## src/rtl/cpu_clk_ctrl.sv

```systemverilog
// Run/step/halt controller: emits a one-clk cpu_ce strobe that advances the CPU by one
// instruction, either at a selectable rate (RUN), from a debounced button (HALT), or not at all.
module cpu_clk_ctrl #(
    parameter logic [31:0] DIV_SLOW        = 32'd100_000_000,
    parameter logic [31:0] DIV_MID         = 32'd1_000_000,
    parameter logic [31:0] DIV_FAST        = 32'd100_000,
    parameter logic [31:0] DEBOUNCE_CYCLES = 32'd1_000_000
) (
    input  logic        clk,
    input  logic        reset,
    input  logic        run_sw,
    input  logic        step_btn,
    input  logic [1:0]  speed_sel,
    input  logic        bp_en,
    input  logic [31:0] bp_addr,
    input  logic [31:0] pc,
    output logic        cpu_ce,
    output logic        running,
    output logic        bp_hit,
    output logic [31:0] ce_count
);

    typedef enum logic {HALT = 1'b0, RUN = 1'b1} state_t;

    state_t      state_q, state_d;
    logic        run_s1_q, run_s1_d, run_s2_q, run_s2_d, run_prev_q, run_prev_d;
    logic        step_s1_q, step_s1_d, step_s2_q, step_s2_d;
    logic        step_db_q, step_db_d, step_db_prev_q, step_db_prev_d;
    logic [31:0] db_cnt_q, db_cnt_d;
    logic [1:0]  speed_q, speed_d;
    logic [31:0] rate_cnt_q, rate_cnt_d;
    logic        skip_bp_q, skip_bp_d;
    logic        cpu_ce_q, cpu_ce_d;
    logic        running_q, running_d;
    logic        bp_hit_q, bp_hit_d;
    logic [31:0] ce_count_q, ce_count_d;

    logic [31:0] n_m1;
    logic        run_rise, step_rise, speed_change, at_end, bp_fire;

    always_comb begin
        case (speed_sel)
            2'd0:    n_m1 = DIV_SLOW - 32'd1;
            2'd1:    n_m1 = DIV_MID - 32'd1;
            2'd2:    n_m1 = DIV_FAST - 32'd1;
            default: n_m1 = 32'd0;
        endcase
    end

    assign run_rise     = run_s2_q & ~run_prev_q;
    assign step_rise    = step_db_q & ~step_db_prev_q;
    assign speed_change = (speed_sel != speed_q);
    assign at_end       = !speed_change && (rate_cnt_q == n_m1);
    // skip_bp lets the instruction sitting on the breakpoint execute once after a resume.
    assign bp_fire      = at_end && bp_en && (pc == bp_addr) && !skip_bp_q;

    always_comb begin
        state_d        = state_q;
        run_s1_d       = run_sw;
        run_s2_d       = run_s1_q;
        run_prev_d     = run_s2_q;
        step_s1_d      = step_btn;
        step_s2_d      = step_s1_q;
        step_db_d      = step_db_q;
        step_db_prev_d = step_db_q;
        db_cnt_d       = db_cnt_q;
        speed_d        = speed_sel;
        rate_cnt_d     = rate_cnt_q;
        skip_bp_d      = skip_bp_q;
        cpu_ce_d       = 1'b0;
        running_d      = running_q;
        bp_hit_d       = bp_hit_q;

        // Count consecutive samples that disagree with the debounced level.
        if (step_s2_q != step_db_q) begin
            if (db_cnt_q == DEBOUNCE_CYCLES - 32'd1) begin
                step_db_d = step_s2_q;
                db_cnt_d  = 32'd0;
            end else begin
                db_cnt_d = db_cnt_q + 32'd1;
            end
        end else begin
            db_cnt_d = 32'd0;
        end

        case (state_q)
            HALT: begin
                rate_cnt_d = 32'd0;
                if (run_rise) begin
                    state_d   = RUN;
                    running_d = 1'b1;
                    bp_hit_d  = 1'b0;
                    skip_bp_d = 1'b1;
                end else if (step_rise && !run_s2_q) begin
                    cpu_ce_d = 1'b1;
                end
            end
            RUN: begin
                if (!run_s2_q || bp_fire) begin
                    state_d    = HALT;
                    running_d  = 1'b0;
                    rate_cnt_d = 32'd0;
                    if (bp_fire) bp_hit_d = 1'b1;
                end else if (speed_change) begin
                    rate_cnt_d = 32'd0;
                end else if (at_end) begin
                    rate_cnt_d = 32'd0;
                    cpu_ce_d   = 1'b1;
                    skip_bp_d  = 1'b0;
                end else begin
                    rate_cnt_d = rate_cnt_q + 32'd1;
                end
            end
        endcase

        ce_count_d = ce_count_q + {31'd0, cpu_ce_d};
    end

    // cpu_ce is a bare strobe: each high cycle is one instruction, there is no back-pressure.
    always_ff @(posedge clk) begin
        if (reset) begin
            state_q        <= HALT;
            run_s1_q       <= 1'b0;
            run_s2_q       <= 1'b0;
            run_prev_q     <= 1'b0;
            step_s1_q      <= 1'b0;
            step_s2_q      <= 1'b0;
            step_db_q      <= 1'b0;
            step_db_prev_q <= 1'b0;
            db_cnt_q       <= 32'd0;
            speed_q        <= 2'd0;
            rate_cnt_q     <= 32'd0;
            skip_bp_q      <= 1'b0;
            cpu_ce_q       <= 1'b0;
            running_q      <= 1'b0;
            bp_hit_q       <= 1'b0;
            ce_count_q     <= 32'd0;
        end else begin
            state_q        <= state_d;
            run_s1_q       <= run_s1_d;
            run_s2_q       <= run_s2_d;
            run_prev_q     <= run_prev_d;
            step_s1_q      <= step_s1_d;
            step_s2_q      <= step_s2_d;
            step_db_q      <= step_db_d;
            step_db_prev_q <= step_db_prev_d;
            db_cnt_q       <= db_cnt_d;
            speed_q        <= speed_d;
            rate_cnt_q     <= rate_cnt_d;
            skip_bp_q      <= skip_bp_d;
            cpu_ce_q       <= cpu_ce_d;
            running_q      <= running_d;
            bp_hit_q       <= bp_hit_d;
            ce_count_q     <= ce_count_d;
        end
    end

    assign cpu_ce   = cpu_ce_q;
    assign running  = running_q;
    assign bp_hit   = bp_hit_q;
    assign ce_count = ce_count_q;

endmodule

```

## config.mk

```make
export PLATFORM = sky130hd
export DESIGN_NAME = cpu_clk_ctrl
export DESIGN_NICKNAME = d
export VERILOG_FILES = /design/src/rtl/cpu_clk_ctrl.sv
export SDC_FILE = /design/constraint.sdc
export NUM_CORES = 1
export LEC_CHECK = 0
export ABC_AREA = 1
export CORE_AREA = 5 5 83 161
export CTS_CLUSTER_DIAMETER = 50
export DETAILED_ROUTE_END_ITERATION = 7
export DIE_AREA = 0 0 88 166
export GPL_TIMING_DRIVEN = 0
export PLACE_DENSITY = 0.77
export SYNTH_ARGS = -nofsm -noshare
export SYNTH_HDL_FRONTEND = slang
export SYNTH_SLANG_ARGS = --single-unit
```

## constraint.sdc

```tcl
create_clock -name clk -period 7.8 [get_ports clk]
set_input_delay 1.56 -clock clk [delete_from_list [all_inputs] [get_ports clk]]
set_output_delay 1.56 -clock clk [all_outputs]
set_load 0.03 [all_outputs]
```

==> flow_metrics.env <==
export IMPL_status="completed"
export IMPL_seq_area_frac_synth_pct=34.28
export IMPL_cp_arrival_ns=5.44
export IMPL_die_w_um=88
export IMPL_clock_latency_ns=0.36
export IMPL_clk_pin_slew_ns=0.08
export IMPL_dpl_hpwl_mm=14.13
export IMPL_hold_violations=0
export IMPL_synthArstFlopShare_pct=0
export IMPL_fmax_mhz=193.0
export IMPL_cts_root_to_sink_buffers=2
export IMPL_vias=6225
export IMPL_period_minus_slack_ns=5.181
export IMPL_cap_viol_max_count=0
export IMPL_worst_pin_slew_ns=0.6591
export IMPL_antennaDiodeCount=0
export IMPL_cp_max_fo=6
export IMPL_pwr_density_cell_nw_per_um2=141.2
export IMPL_die_h_um=166
export IMPL_cts_buffers=9
export IMPL_grt_max_degree=23
export IMPL_area_delta_synth_final_pct=23.86
export IMPL_wl_per_cell_um=13.95
export IMPL_fin_skew_ns=0.01793
export IMPL_first_pass_iters=5
export IMPL_finalCritPeriodShare_pct=66.43
export IMPL_port_buffer_count=104
export IMPL_final_antenna_net_count=0
export IMPL_layout_commonest_cell="nand2_1"
export IMPL_crit_chain="clkdlybuf4s50_1 > inv_1 > ha_1 > inv_1 > nor2_1 > nor2_1 > nand2_1 > nor2_1 > nand3_2 > nor3_4 > o21ai_0 > a21oi_1 > ha_1 > ha_1 > nand2_1 > inv_1 > nand3_1 > nor2_1 > nand2_1 > nor3_1 > nand2_1 > inv_1 > a31oi_1 > o21a_1"
export IMPL_viasPerCell=5.090
export IMPL_clock_sinks=110
export IMPL_core_um2=12050
export IMPL_synth_area_um2=6424
export IMPL_synth_ff_type="dfxtp_1"
export IMPL_hp_class="register to register"
export IMPL_crit_required_ns=8.05
export IMPL_cp_top_family="simple AND/OR/NAND/NOR gates"
export IMPL_dieArea_um2=14610
export IMPL_seq_area_um2=2202
export IMPL_rows=57
export IMPL_cts_root_buf="clkbuf_16"
export IMPL_synth_nets=1036
export IMPL_grt_pass1_wl_mm=28.17
export IMPL_cts_tree="built"
export IMPL_setup_tns_ns=0
export IMPL_cp_start_kind="input pin"
export IMPL_cts_hold_buf=0
export IMPL_worstSetupEndpointType="register"
export IMPL_ctsResizeCount=0
export IMPL_crit_path_max_incr_delay_ns=0.61
export IMPL_drt_initial_drc_count=212
export IMPL_drv_slew=0
export IMPL_path_class="input pin to register"
export IMPL_slew_headroom_pct=55.66
export IMPL_synth_seq_cells=110
export IMPL_post_cts_buffers=0
export IMPL_synth_distinct_cells=45
export IMPL_grt_pass1_vias=6309
export IMPL_htreeDepth=3
export IMPL_cp_num_buf_inv=5
export IMPL_io_pins=106
export IMPL_nFillCells=1114
export IMPL_setup_viol=0
export IMPL_drc=0
export IMPL_routed_wl_mm=17.06
export IMPL_ir_worst_vdd_mv=0.1300
export IMPL_yosysWarnings=0
export IMPL_grt_use_total_pct=24.40
export IMPL_final_cell_mix="nand2_1 (203), inv_1 (159), nor2_1 (131), dfxtp_1 (110), clkdlybuf4s50_1 (104)"
export IMPL_layout_nets=1151
export IMPL_multi_input_area_um2=3512
export IMPL_rsz0062_at_grt="no"
export IMPL_grt_ovfl_total=0
export IMPL_synth_edf_count=0
export IMPL_gp_congestion=0.9603
export IMPL_layout_drive_gt1_share_pct=9.572
export IMPL_p_total_uw=1123
export IMPL_synthCells=956
export IMPL_initial_utilization_pct=53.30
export IMPL_slowest_stage="clkdlybuf4s50_1"
export IMPL_avgSynthCellArea_um2=6.719
export IMPL_antenna_found_initial=0
export IMPL_power_leakage_uw=0.002887
## logic make-up (layout without fill, tap and decap cells)
| family | count (synthesis) | after routing | synth area share, % |
|---|---|---|---|
| buffers and inverters | 178 | 298 | 11.04 |
| AOI/OAI and AO/OA | 82 | 82 | 7.032 |
| and+or+nand+nor | 526 | 526 | 38.94 |
| DFF | 110 | 110 | 34.28 |
| adders and majority gates | 9 | 9 | 1.753 |
| xor gates and xnor gates | 51 | 51 | 6.954 |
## through the flow
stage               hold WS (ns)  util [%]  instances  area, um2  setup slack (ns)
floorplan                 0.3883         -        956       6424             3.448
global placement          0.3951     63.46       1207       7649             2.195
detailed placement        0.3927     63.46       1207       7649             2.204
CTS                       0.4039     66.01       1223       7956             2.558
global route              0.4480     66.01       1223       7956             2.061
finish                    0.4048     66.01       1223       7956             2.619
## report_power, final
part / switching, uW / internal [uW] / leakage, uW
registers: 2.04 / 564 / 0.000888
logic: 38.2 / 50.2 / 0.00185
clock network: 238 / 231 / 0.000148
total: 279 / 844 / 0.00289
## path summary, 6_finish.rpt
check	from	to	slack (ns)	cells past startpoint
hold reg to reg	run_s1_q	run_prev_d	0.40	2
setup / recovery	speed_sel[0]	ce_count[14]	2.62	24
hold / removal	run_s1_q	run_prev_d	0.40	2
setup reg to reg	rate_cnt_q[15]	ce_count[14]	4.49	22
## tightest hold or removal path, stage by stage (launching register included)
cell	delay, ns
dfxtp_1	0.30
inv_1	0.04
nor2_1	0.03
## final cells by class
type	instances	share of cell area, %
plain buffers	12	1.069
clock buffers	9	2.831
clock inverters	7	1.038
inverters	166	7.847
multi-input cells	668	44.14
flip-flops and latches	110	27.68
well taps	147	2.312
repair buffers	104	13.08
## per-layer routing
metal,vias up,routed length (um),GRT usage (%),share of wire (%)
li1,3234,-,-,-
met1,2790,5673,22.85,33
met2,143,9836,47.27,58
met3,58,585,3.078,3.4
met4,0,959,14.36,5.6
met5,-,0,0,0
## cells in the mapped netlist, types with 3 or more instances
library cell | instances | area share [%]
nor2_2 | 30 | 2.9
clkbuf_1 | 5 | 0.29
nor2_4 | 6 | 1.1
o21ai_1 | 3 | 0.23
buf_6 | 5 | 0.88
a31oi_1 | 4 | 0.39
xnor2_1 | 19 | 2.6
nor3b_1 | 3 | 0.35
o21a_1 | 6 | 0.70
o21ai_0 | 21 | 1.6
nor2_1 | 131 | 7.7
xor2_1 | 32 | 4.4
or2_2 | 12 | 1.2
inv_2 | 6 | 0.35
nand2_2 | 5 | 0.49
inv_1 | 159 | 9.3
a21oi_1 | 40 | 3.1
dfxtp_1 | 110 | 34
nand3_1 | 38 | 3.0
nor3_1 | 40 | 3.1
ha_1 | 9 | 1.8
nand4_1 | 26 | 2.5
nand4_2 | 3 | 0.58
nor4_1 | 9 | 0.88
nand2_1 | 203 | 12
nand3_2 | 8 | 1.2
## registers in the layout, indices dropped and copies added (netlist names)
register	count
ce_count	32
db_cnt_q	32
rate_cnt_q	32
speed_q	2
bp_hit	1
cpu_ce	1
run_prev_d	1
run_prev_q	1
run_s1_q	1
running	1
skip_bp_q	1
state_q	1
step_db_prev_d	1
step_db_prev_q	1
step_s1_q	1
step_s2_q	1
Power figures use the tool's default switching activity.
